[config.mk]
export PLATFORM = sky130hd
export DESIGN_NAME = multicycle_control
export DESIGN_NICKNAME = d
export VERILOG_FILES = /design/src/rtl/riscv_ctrl_pkg.sv /design/src/rtl/mem_wait_counter.sv /design/src/rtl/multicycle_control.sv
export SDC_FILE = /design/constraint.sdc
export NUM_CORES = 1
export LEC_CHECK = 0
export BUFFER_PORTS_ARGS = -buffer_cell sky130_fd_sc_hd__buf_4
export CORE_MARGIN = 3
export CORE_UTILIZATION = 25
export CTS_BUF_LIST = sky130_fd_sc_hd__clkbuf_4 sky130_fd_sc_hd__clkbuf_8
export CTS_CLUSTER_SIZE = 28
export DETAILED_ROUTE_END_ITERATION = 8
export GPL_ROUTABILITY_DRIVEN = 1
export PLACE_DENSITY = 0.45
export SLEW_MARGIN = 10
export SYNTH_ARGS = -nofsm -noshare
export SYNTH_HDL_FRONTEND = slang
export SYNTH_SLANG_ARGS = --single-unit
[constraint.sdc]
create_clock -name clk -period 2.2 [get_ports clk]
set_input_delay 0.33 -clock clk [delete_from_list [all_inputs] [get_ports clk]]
set_output_delay 0.33 -clock clk [all_outputs]
set_load 0.05 [all_outputs]
[src/rtl/riscv_ctrl_pkg.sv]
// Shared types and constants for the multicycle RV64 control path:
// FSM state encoding, opcode/funct3 values and datapath select encodings.
package riscv_ctrl_pkg;

    typedef enum logic [4:0] {
        ST_RESET   = 5'd0,
        ST_FETCH   = 5'd1,
        ST_DECODE  = 5'd2,
        ST_EXEC_R  = 5'd3,
        ST_EXEC_I  = 5'd4,
        ST_ADDR    = 5'd5,
        ST_LD_MEM  = 5'd6,
        ST_LD_WB   = 5'd7,
        ST_SD_MEM  = 5'd8,
        ST_BRANCH  = 5'd9,
        ST_LUI     = 5'd10,
        ST_JAL     = 5'd11,
        ST_WB_ALU  = 5'd12,
        ST_ILLEGAL = 5'd13,
        ST_HALT    = 5'd14
    } state_t;

    localparam logic [6:0] OP_RTYPE  = 7'b0110011;
    localparam logic [6:0] OP_ITYPE  = 7'b0010011;
    localparam logic [6:0] OP_LOAD   = 7'b0000011;
    localparam logic [6:0] OP_STORE  = 7'b0100011;
    localparam logic [6:0] OP_BRANCH = 7'b1100011;
    localparam logic [6:0] OP_LUI    = 7'b0110111;
    localparam logic [6:0] OP_JAL    = 7'b1101111;
    localparam logic [6:0] OP_SYSTEM = 7'b1110011;

    localparam logic [2:0] F3_ADD   = 3'b000;
    localparam logic [2:0] F3_OR    = 3'b110;
    localparam logic [2:0] F3_AND   = 3'b111;
    localparam logic [2:0] F3_DWORD = 3'b011;
    localparam logic [2:0] F3_BEQ   = 3'b000;
    localparam logic [2:0] F3_BNE   = 3'b001;

    typedef enum logic [2:0] {
        ALU_ADD    = 3'd0,
        ALU_SUB    = 3'd1,
        ALU_AND    = 3'd2,
        ALU_OR     = 3'd3,
        ALU_PASS_B = 3'd4
    } alu_op_t;

    typedef enum logic [1:0] {
        SRC_A_PC     = 2'd0,
        SRC_A_REG    = 2'd1,
        SRC_A_PC_OLD = 2'd2
    } alu_src_a_t;

    typedef enum logic [1:0] {
        SRC_B_REG  = 2'd0,
        SRC_B_FOUR = 2'd1,
        SRC_B_IMM  = 2'd2
    } alu_src_b_t;

    typedef enum logic [1:0] {
        WB_SEL_ALU_OUT = 2'd0,
        WB_SEL_MDR     = 2'd1,
        WB_SEL_PC      = 2'd2
    } mem_to_reg_t;

    typedef enum logic [1:0] {
        PC_SEL_ALU     = 2'd0,
        PC_SEL_ALU_OUT = 2'd1,
        PC_SEL_EXC     = 2'd2
    } pc_src_t;

    // Dispatch target out of DECODE; anything unsupported lands in ILLEGAL.
    function automatic state_t decode_target(input logic [6:0] op, input logic [2:0] f3);
        state_t tgt;
        tgt = ST_ILLEGAL;
        case (op)
            OP_RTYPE: tgt = ST_EXEC_R;
            OP_ITYPE: tgt = ST_EXEC_I;
            OP_LOAD, OP_STORE: begin
                if (f3 == F3_DWORD) tgt = ST_ADDR;
                else                tgt = ST_ILLEGAL;
            end
            OP_BRANCH: begin
                if ((f3 == F3_BEQ) || (f3 == F3_BNE)) tgt = ST_BRANCH;
                else                                  tgt = ST_ILLEGAL;
            end
            OP_LUI:    tgt = ST_LUI;
            OP_JAL:    tgt = ST_JAL;
            OP_SYSTEM: tgt = ST_HALT;
            default:   tgt = ST_ILLEGAL;
        endcase
        return tgt;
    endfunction

endpackage

[src/rtl/mem_wait_counter.sv]
// Cycle counter that stretches memory states to MEM_LAT cycles.
// done is high on the final cycle of an access; the count saturates there.
module mem_wait_counter #(
    parameter int unsigned MEM_LAT = 3
) (
    input  logic clk,
    input  logic reset,
    input  logic clear,
    output logic done
);

    logic [3:0] cnt_r;
    logic       done_s;

    assign done_s = (cnt_r == 4'(MEM_LAT - 1));
    assign done   = done_s;

    // Count up while in a state, restart on every state change or reset.
    always_ff @(posedge clk) begin
        if (!reset) begin
            cnt_r <= 4'd0;
        end else if (clear) begin
            cnt_r <= 4'd0;
        end else if (!done_s) begin
            cnt_r <= cnt_r + 4'd1;
        end else begin
            cnt_r <= cnt_r;
        end
    end

endmodule

[src/rtl/multicycle_control.sv]
// Main control FSM of the multicycle RV64 core. One instruction at a time:
// fetch, decode, execute/memory, write-back. Outputs are a Moore decode of the
// state and the memory wait counter, except branch pc_write which uses zero.
module multicycle_control
    import riscv_ctrl_pkg::*;
#(
    parameter int unsigned MEM_LAT = 3
) (
    input  logic       clk,
    input  logic       reset,
    input  logic [6:0] opcode,
    input  logic [2:0] funct3,
    input  logic [6:0] funct7,
    input  logic       zero,
    output logic       pc_write,
    output logic       ir_write,
    output logic       mem_rd,
    output logic       mem_wr,
    output logic       addr_src,
    output logic       load_ab,
    output logic       load_alu_out,
    output logic       load_mdr,
    output logic       reg_write,
    output logic [1:0] alu_src_a,
    output logic [1:0] alu_src_b,
    output logic [2:0] alu_op,
    output logic [1:0] mem_to_reg,
    output logic [1:0] pc_src,
    output logic       exception,
    output logic [4:0] state_out
);

    state_t      state_r;
    state_t      state_nxt_s;
    logic        wait_done_s;
    logic        state_chg_s;

    logic        pc_write_s;
    logic        ir_write_s;
    logic        mem_rd_s;
    logic        mem_wr_s;
    logic        addr_src_s;
    logic        load_ab_s;
    logic        load_alu_out_s;
    logic        load_mdr_s;
    logic        reg_write_s;
    alu_src_a_t  alu_src_a_s;
    alu_src_b_t  alu_src_b_s;
    alu_op_t     alu_op_s;
    mem_to_reg_t mem_to_reg_s;
    pc_src_t     pc_src_s;
    logic        exception_s;

    // Only funct7[5] distinguishes the supported R-type operations.
    logic        unused_funct7_s;
    assign unused_funct7_s = ^{funct7[6], funct7[4:0]};

    assign state_chg_s = (state_nxt_s != state_r);

    mem_wait_counter #(
        .MEM_LAT (MEM_LAT)
    ) u_wait (
        .clk   (clk),
        .reset (reset),
        .clear (state_chg_s),
        .done  (wait_done_s)
    );

    // State register; reset forces RESET so any memory strobe drops next cycle.
    always_ff @(posedge clk) begin
        if (!reset) begin
            state_r <= ST_RESET;
        end else begin
            state_r <= state_nxt_s;
        end
    end

    // Next-state and control decode for the current state.
    always_comb begin
        state_nxt_s    = state_r;
        pc_write_s     = 1'b0;
        ir_write_s     = 1'b0;
        mem_rd_s       = 1'b0;
        mem_wr_s       = 1'b0;
        addr_src_s     = 1'b0;
        load_ab_s      = 1'b0;
        load_alu_out_s = 1'b0;
        load_mdr_s     = 1'b0;
        reg_write_s    = 1'b0;
        alu_src_a_s    = SRC_A_PC;
        alu_src_b_s    = SRC_B_REG;
        alu_op_s       = ALU_ADD;
        mem_to_reg_s   = WB_SEL_ALU_OUT;
        pc_src_s       = PC_SEL_ALU;
        exception_s    = 1'b0;

        case (state_r)
            ST_RESET: begin
                state_nxt_s = ST_FETCH;
            end

            ST_FETCH: begin
                mem_rd_s = 1'b1;
                if (wait_done_s) begin
                    // Instruction arrives: latch IR and advance PC to PC+4.
                    ir_write_s  = 1'b1;
                    pc_write_s  = 1'b1;
                    alu_src_b_s = SRC_B_FOUR;
                    state_nxt_s = ST_DECODE;
                end else begin
                    state_nxt_s = ST_FETCH;
                end
            end

            ST_DECODE: begin
                // Precompute the branch/jump target pc_old+imm into ALUOut.
                load_ab_s      = 1'b1;
                load_alu_out_s = 1'b1;
                alu_src_a_s    = SRC_A_PC_OLD;
                alu_src_b_s    = SRC_B_IMM;
                state_nxt_s    = decode_target(opcode, funct3);
            end

            ST_EXEC_R: begin
                alu_src_a_s = SRC_A_REG;
                alu_src_b_s = SRC_B_REG;
                case (funct3)
                    F3_ADD: begin
                        alu_op_s       = funct7[5] ? ALU_SUB : ALU_ADD;
                        load_alu_out_s = 1'b1;
                        state_nxt_s    = ST_WB_ALU;
                    end
                    F3_AND: begin
                        alu_op_s       = ALU_AND;
                        load_alu_out_s = 1'b1;
                        state_nxt_s    = ST_WB_ALU;
                    end
                    F3_OR: begin
                        alu_op_s       = ALU_OR;
                        load_alu_out_s = 1'b1;
                        state_nxt_s    = ST_WB_ALU;
                    end
                    default: begin
                        state_nxt_s = ST_ILLEGAL;
                    end
                endcase
            end

            ST_EXEC_I: begin
                alu_src_a_s = SRC_A_REG;
                alu_src_b_s = SRC_B_IMM;
                if (funct3 == F3_ADD) begin
                    load_alu_out_s = 1'b1;
                    state_nxt_s    = ST_WB_ALU;
                end else begin
                    state_nxt_s = ST_ILLEGAL;
                end
            end

            ST_LUI: begin
                alu_src_b_s    = SRC_B_IMM;
                alu_op_s       = ALU_PASS_B;
                load_alu_out_s = 1'b1;
                state_nxt_s    = ST_WB_ALU;
            end

            ST_WB_ALU: begin
                reg_write_s  = 1'b1;
                mem_to_reg_s = WB_SEL_ALU_OUT;
                state_nxt_s  = ST_FETCH;
            end

            ST_ADDR: begin
                alu_src_a_s    = SRC_A_REG;
                alu_src_b_s    = SRC_B_IMM;
                load_alu_out_s = 1'b1;
                // opcode[5] separates store (0100011) from load (0000011).
                if (opcode[5] == 1'b0) state_nxt_s = ST_LD_MEM;
                else                   state_nxt_s = ST_SD_MEM;
            end

            ST_LD_MEM: begin
                mem_rd_s   = 1'b1;
                addr_src_s = 1'b1;
                if (wait_done_s) begin
                    load_mdr_s  = 1'b1;
                    state_nxt_s = ST_LD_WB;
                end else begin
                    state_nxt_s = ST_LD_MEM;
                end
            end

            ST_LD_WB: begin
                reg_write_s  = 1'b1;
                mem_to_reg_s = WB_SEL_MDR;
                state_nxt_s  = ST_FETCH;
            end

            ST_SD_MEM: begin
                mem_wr_s   = 1'b1;
                addr_src_s = 1'b1;
                if (wait_done_s) state_nxt_s = ST_FETCH;
                else             state_nxt_s = ST_SD_MEM;
            end

            ST_BRANCH: begin
                // funct3[0] inverts the sense: beq takes on zero, bne on !zero.
                alu_src_a_s = SRC_A_REG;
                alu_src_b_s = SRC_B_REG;
                alu_op_s    = ALU_SUB;
                pc_write_s  = zero ^ funct3[0];
                pc_src_s    = PC_SEL_ALU_OUT;
                state_nxt_s = ST_FETCH;
            end

            ST_JAL: begin
                // PC already holds the link value PC+4; target sits in ALUOut.
                reg_write_s  = 1'b1;
                mem_to_reg_s = WB_SEL_PC;
                pc_write_s   = 1'b1;
                pc_src_s     = PC_SEL_ALU_OUT;
                state_nxt_s  = ST_FETCH;
            end

            ST_ILLEGAL: begin
                exception_s = 1'b1;
                pc_write_s  = 1'b1;
                pc_src_s    = PC_SEL_EXC;
                state_nxt_s = ST_FETCH;
            end

            ST_HALT: begin
                state_nxt_s = ST_HALT;
            end

            default: begin
                state_nxt_s = ST_RESET;
            end
        endcase
    end

    assign pc_write     = pc_write_s;
    assign ir_write     = ir_write_s;
    assign mem_rd       = mem_rd_s;
    assign mem_wr       = mem_wr_s;
    assign addr_src     = addr_src_s;
    assign load_ab      = load_ab_s;
    assign load_alu_out = load_alu_out_s;
    assign load_mdr     = load_mdr_s;
    assign reg_write    = reg_write_s;
    assign alu_src_a    = alu_src_a_s;
    assign alu_src_b    = alu_src_b_s;
    assign alu_op       = alu_op_s;
    assign mem_to_reg   = mem_to_reg_s;
    assign pc_src       = pc_src_s;
    assign exception    = exception_s;
    assign state_out    = state_r;

endmodule

==> reports/qor.csv, run 1 <==
metric,value,unit
status,"finished, final reports clean",
yosysSeqAreaShare,0.156,
netlist.area_leader.share,0.156,
synth.cell_area,1020,um2
cts_htree_levels,1,
crit_chain,inv_2 -> ha_1 -> or3b_4 -> nor4_4 -> a211o_4 -> buf_6,
synth_top_family_by_area,simple AND/OR/NAND/NOR gates,
yosys.cell_types.count,50,
synthesis.yosys.warnings,0,
timing_worst_setup_path_type,register to primary output,
final-max-slew-violation-count,0,
rsz0062_at_grt,true,
synth_seq_cells,8,
tritoncts,built,
min_period,2.16,ns
worst_path_largest_cell_delay,0.41,ns
grt_overflow_total,0,
postLayoutCoreUtil,0.395,
drt_iter0_drc,21,
cp_num_buf_inv,2,
synthArstFlopShare,0,
worst_hold_path.num_cells,3,
synth-edff-count,0,
cts_root_buf,sky130_fd_sc_hd__clkbuf_8,
yosys.cell_count.top_type,sky130_fd_sc_hd__nor2_1,
clock_sink_count,8,
diodes,0,
post_synth_xor_area_fraction,0.0428,
io_pins,46,
number_of_setup_violations_in_the_final_report,0,
postSynthNetCount,171,
final_net_count,206,
synth_commonest_cells,"sky130_fd_sc_hd__nor2_1, sky130_fd_sc_hd__a21oi_1, sky130_fd_sc_hd__o21ai_0, sky130_fd_sc_hd__nand2_1, sky130_fd_sc_hd__dfxtp_1",
place.gp.congestion,0.817,
cts_buffers,3,
yosys.area_share.adder,0.0244,
ir_drop,0.209,mV
p_total,0.633,mW
achievable-frequency,0.464,GHz
final_layout_size_suffix_gt1_frac,0.432,
gr-max-usage-layer,met2,
multi_input_comb_area,855,um2
timing_worst_slew_pin_value,0.619,ns
layout.cells.non_filler,231,
critical_path.startpoint_type,register,
first_global_vias,1179,
crit_cells,6,
critical-path-top-delay-family,simple AND/OR/NAND/NOR gates,
synth.top_cells.by_area,"sky130_fd_sc_hd__dfxtp_1, sky130_fd_sc_hd__nor2_1, sky130_fd_sc_hd__a21oi_1",
p_leak,0.615,nW
drcViolationCount,0,
seq_area,170,um2
fp.coreArea,3800,um2
initial_core_util,0.269,
number_of_detailed_routing_iterations_run_before_antenna_repair,4,
port_buffers,38,
post-place-cells,225,
num-fill-cells,406,
ff2ff_path_depth,8,
met1_use_gr,0.187,
antenna_left,0,
hold_viol_final,0,
fin_tns_setup,0,ns
power_density,421,nW/um2
ctsLongestPathBuffers,2,
dominantRegCellSynth,sky130_fd_sc_hd__dfxtp_1,
timing.critical_path.required,1.87,ns
number_of_antenna_violations_at_the_first_check_in_global_routing,0,
drt_wl_total,3.39,mm
grt_max_degree,24,
yosys.area_share.simple,0.367,
worst_ep_arrival_time,1.83,ns
yosys.area.top_type,sky130_fd_sc_hd__dfxtp_1,
rows,22,
die_y,70.0,um
globalRouteTotalUtil,0.137,
drv.max_cap_violation_count,0,
critPathCaptureType,primary output,
met3_usage,0.0374,
relative_slew_slack,0.582,
dr_total_vias,1195,
syn2layout_area_growth,46.7,%
wire_length_of_the_first_global_routing_pass,5.57,mm
wl_per_cell,14.7,um
clk_pin_slew,0.04,ns
postSynthCellCount,149,
dpl.hpwl,2.57,mm
critPathMaxFanout,4,
die_width,70.0,um
fin_skew,0.000357,ns
synth_mux_area_frac,0.00978,
viasPerCell,5.17,
synth_compound_area_frac,0.286,
postSynthAreaPerCell,6.87,um2
die-area,4900,um2
layout_worst_path_cycle_share,0.981,
groute.layer.met2.usage,0.220,
holdBufCountCts,0,
critical-path-slowest-cell,sky130_fd_sc_hd__or3b_4,
min_path_type,input pin to register,
clock_latency,0.23,ns
## cell usage in the layout (no fill, tap or decap), drive strengths merged, types with 2 or more instances in the layout
cell,netlist,layout
buf,11,46
nor2,26,26
o21ai,12,12
a21oi,11,11
nand2,10,10
dfxtp,8,8
nor4,6,6
nor3,6,6
inv,5,5
nand2b,4,4
clkbuf,4,4
xor2,3,3
o22ai,3,3
nor2b,2,2
o31a,2,2
xnor2,2,2
a31oi,2,2
o41ai,2,2
ha,2,2
a211o,2,2
a2111oi,2,2
nand4,2,2
a41oi,2,2
nand3,2,2
## stage by stage
| stage | instance area (um2) | setup slack (ns) | hold WS (ns) |
|---|---|---|---|
| 6_report | 1500 | 0.0429 | 0.405 |
| 5_1_grt | 1500 | -0.0247 | 0.405 |
| 4_1_cts | 1490 | 0.00773 | 0.397 |
| 3_5_place_dp | 1420 | 0.177 | 0.572 |
| 3_3_place_gp | 1420 | 0.209 | 0.555 |
| 2_1_floorplan | 1130 | -0.0819 | 0.470 |
## layout make-up
type                    instances  area share
multi-input cells             120       0.569
well taps                      48      0.0400
flip-flops and latches          8       0.113
repair buffers                 46       0.233
clock buffers                   4      0.0325
inverters                       5      0.0125
## report_power, final
group / internal (mW) / total, mW / switching [mW] / leakage (nW)
Combinational: 0.0964 / 0.252 / 0.156 / 0.522
Clock: 0.138 / 0.196 / 0.0585 / 0.0262
Sequential: 0.156 / 0.184 / 0.0279 / 0.0678
Total: 0.390 / 0.633 / 0.242 / 0.615
## worst paths after layout
kind,startpoint,slack (ns),end
worst min register to register,u_wait.cnt_r[1],0.55,u_wait.cnt_r[1]
worst max register to register,u_wait.cnt_r[0],0.20,u_wait.cnt_r[0]
worst max-delay path,u_wait.cnt_r[0],0.04,pc_write
worst min-delay path,reset,0.40,u_wait.cnt_r[1]
## worst register-to-register path, stage by stage, from the launching register on
cell,delay [ns]
sky130_fd_sc_hd__dfxtp_2,0.33
sky130_fd_sc_hd__inv_2,0.06
sky130_fd_sc_hd__ha_1,0.17
sky130_fd_sc_hd__or3b_4,0.41
sky130_fd_sc_hd__nor4_4,0.33
sky130_fd_sc_hd__buf_4,0.18
sky130_fd_sc_hd__nor2_1,0.05
sky130_fd_sc_hd__mux2i_2,0.26
sky130_fd_sc_hd__nor4_1,0.08
## sequential cells by signal (all words and copies together) (netlist names)
name,flops
state_out,4
u_wait.cnt_r,4
## per-layer routing
| metal | up-vias | share of wire |
|---|---|---|
| li1 | 612 | - |
| met1 | 541 | 0.48 |
| met2 | 40 | 0.45 |
| met3 | 2 | 0.063 |
| met4 | 0 | 0.0024 |
| met5 | - | 0 |
## cell families (layout without fill, tap and decap cells)
kind of cell	Yosys count	count (layout)
buffers and inverters	21	55
flip-flops	8	8
adder cells (fa/ha/maj)	2	2
AO/OA/AOI/OAI	45	45
AND/OR/NAND/NOR	66	66
other	1	1
multiplexers	1	1
XOR/XNOR	5	5
## repair_timing
item	4_1_cts	5_1_grt
resized for setup	2	2
setup buffers	2	0
hold endpoints to repair	0	0
pin swaps	2	1
endpoints found under the setup margin	3	7
Note: power is estimated with default switching activity, not from simulation.
==> inputs of run 2 (changes only) <==
--- a/config.mk
+++ b/config.mk
@@ -12,7 +12,7 @@
 export CTS_CLUSTER_SIZE = 28
 export DETAILED_ROUTE_END_ITERATION = 8
 export GPL_ROUTABILITY_DRIVEN = 1
-export PLACE_DENSITY = 0.45
+export PLACE_DENSITY = 0.54
 export SLEW_MARGIN = 10
 export SYNTH_ARGS = -nofsm -noshare
 export SYNTH_HDL_FRONTEND = slang
==> run 2 against run 1 <==
Design area shrank 1.0%. Cell count fell by 1.3%. Routed wire length is 4.5% lower. Global-route usage decreased by 0.51 points. Maximum frequency down 0.74%. First-iteration DRC count rose to 3.0 times the previous value. Largest cell class unchanged. Largest power group unchanged. Highest routed layer unchanged.
==> reports/qor.csv, run 2 (synthesis results as in run 1) <==
metric,value,unit,change
critical-path-slowest-cell,sky130_fd_sc_hd__nor4_4,,
dpl.hpwl,2.53,mm,-1.8%
min_path_type,input pin to register,,
final_cell_mix,"sky130_fd_sc_hd__buf_4, sky130_fd_sc_hd__nor2_1, sky130_fd_sc_hd__a21oi_1",,
number_of_setup_violations_in_the_final_report,0,,unchanged
drv.max_cap_violation_count,0,,unchanged
clock_latency,0.23,ns,about the same
timing_worst_setup_path_type,register to primary output,,
first_global_vias,1147,,-2.7%
cts_htree_levels,1,,unchanged
final_layout_size_suffix_gt1_frac,0.422,,-0.00947
final_net_count,203,,-1.5%
critPathCaptureType,primary output,,
worst_path_largest_cell_delay,0.41,ns,about the same
globalRouteTotalUtil,0.131,,-0.00513
die_y,70.0,um,unchanged
layout.cells.non_filler,228,,-1.3%
postLayoutCoreUtil,0.391,,-0.00395
port_buffers,38,,unchanged
tritoncts,built,,
drt_iter0_drc,64,,+200%
fp.coreArea,3800,um2,unchanged
status,"finished, final reports clean",,
timing.critical_path.required,1.87,ns,about the same
p_leak,0.599,nW,-2.7%
viasPerCell,5.33,,+3.1%
rows,22,,unchanged
layout_worst_path_cycle_share,0.988,,+0.00731
hold_viol_final,0,,unchanged
rsz0062_at_grt,true,,
initial_core_util,0.269,,unchanged
wire_length_of_the_first_global_routing_pass,5.49,mm,-1.5%
drt_wl_total,3.24,mm,-4.5%
critical-path-top-delay-family,simple AND/OR/NAND/NOR gates,,
number_of_detailed_routing_iterations_run_before_antenna_repair,4,,unchanged
worst_ep_arrival_time,1.84,ns,about the same
number_of_antenna_violations_at_the_first_check_in_global_routing,0,,unchanged
p_total,0.629,mW,-0.50%
multi_input_comb_area,858,um2,+0.44%
num-fill-cells,415,,+2.2%
min_period,2.17,ns,+0.0161 ns
timing_worst_slew_pin_value,0.603,ns,-0.0163 ns
io_pins,46,,unchanged
fin_tns_setup,0,ns,unchanged
grt_max_degree,29,,+21%
critical_path.startpoint_type,register,,
achievable-frequency,0.460,GHz,-0.74%
final-max-slew-violation-count,0,,unchanged
grt_overflow_total,0,,unchanged
place.gp.congestion,0.782,,-4.4%
wl_per_cell,14.2,um,-3.2%
dr_total_vias,1216,,+1.8%
crit_chain,inv_2 -> ha_4 -> or3b_4 -> nor4_4 -> a211o_4 -> buf_8,,
cp_num_buf_inv,2,,unchanged
clock_sink_count,8,,unchanged
syn2layout_area_growth,45.2,%,
holdBufCountCts,0,,unchanged
die_width,70.0,um,unchanged
diodes,0,,unchanged
die-area,4900,um2,unchanged
critPathMaxFanout,5,,+1
layout.cells.most_common,sky130_fd_sc_hd__buf_4,,
relative_slew_slack,0.598,,+0.0163
power_density,423,nW/um2,+0.51%
ir_drop,0.253,mV,+21%
post-place-cells,222,,-1.3%
clk_pin_slew,0.04,ns,about the same
cts_root_buf,sky130_fd_sc_hd__clkbuf_8,,
drcViolationCount,0,,unchanged
seq_area,170,um2,unchanged
fin_skew,0.00746,ns,+0.00710 ns
antenna_left,0,,unchanged
cts_buffers,3,,unchanged
ctsLongestPathBuffers,2,,unchanged
==> run 2: per-layer routing <==
| metal | global-route usage | vias to the layer above | share of wire |
|---|---|---|---|
| met3 | 0.0302 | 4 | 0.046 |
| met1 | 0.169 | 572 | 0.44 |
| met2 | 0.226 | 35 | 0.50 |
| li1 | - | 605 | - |
| met5 | 0 | - | 0 |
| met4 | 0.0234 | 0 | 0.0096 |
==> run 2: worst register-to-register path, delay by kind of cell (launching register included) <==
| family | cells | cell delay (ns) |
|---|---|---|
| and+or+nand+nor | 3 | 0.61 |
| buffers and inverters | 2 | 0.24 |
| AOI/OAI and AO/OA | 2 | 0.52 |
| adders and majority gates | 1 | 0.12 |
| DFF | 1 | 0.33 |
==> run 2: final timing paths <==
| path | start | to | slack (ns) | cells past startpoint |
|---|---|---|---|---|
| max | u_wait.cnt_r[0] | pc_write | 0.03 | 6 |
| min | reset | u_wait.cnt_r[0] | 0.40 | 3 |
| max reg2reg | u_wait.cnt_r[0] | u_wait.cnt_r[2] | 0.26 | 8 |
| min reg2reg | u_wait.cnt_r[1] | u_wait.cnt_r[1] | 0.56 | 2 |
==> run 2: layout make-up <==
type                            count  share of cell area
Multi-Input combinational cell    120               0.577
Timing Repair Buffer               43               0.222
Sequential cell                     8               0.114
Tap cell                           48              0.0404
Clock buffer                        4              0.0328
Inverter                            5              0.0126
==> run 2: what timing repair did <==
action	CTS	global route
setup endpoints to repair	3	3
pin swaps	1	3
gates resized for setup	0	5
gates cloned	0	0
buffers inserted	0	2
==> run 2: per-stage QoR <==
stage | hold WS [ns] | worst slack [ns] | area [um2]
floorplan | 0.470 | -0.0819 | 1130
global placement | 0.550 | 0.205 | 1400
detailed placement | 0.557 | 0.181 | 1400
CTS | 0.396 | 0.00981 | 1450
global route | 0.403 | -0.0424 | 1490
finish | 0.398 | 0.0268 | 1490
==> run 2: power breakdown <==
part           total [mW]  switching (mW)  internal (mW)
Sequential          0.182          0.0260          0.156
Combinational       0.256           0.156         0.0998
Clock               0.192          0.0542          0.138
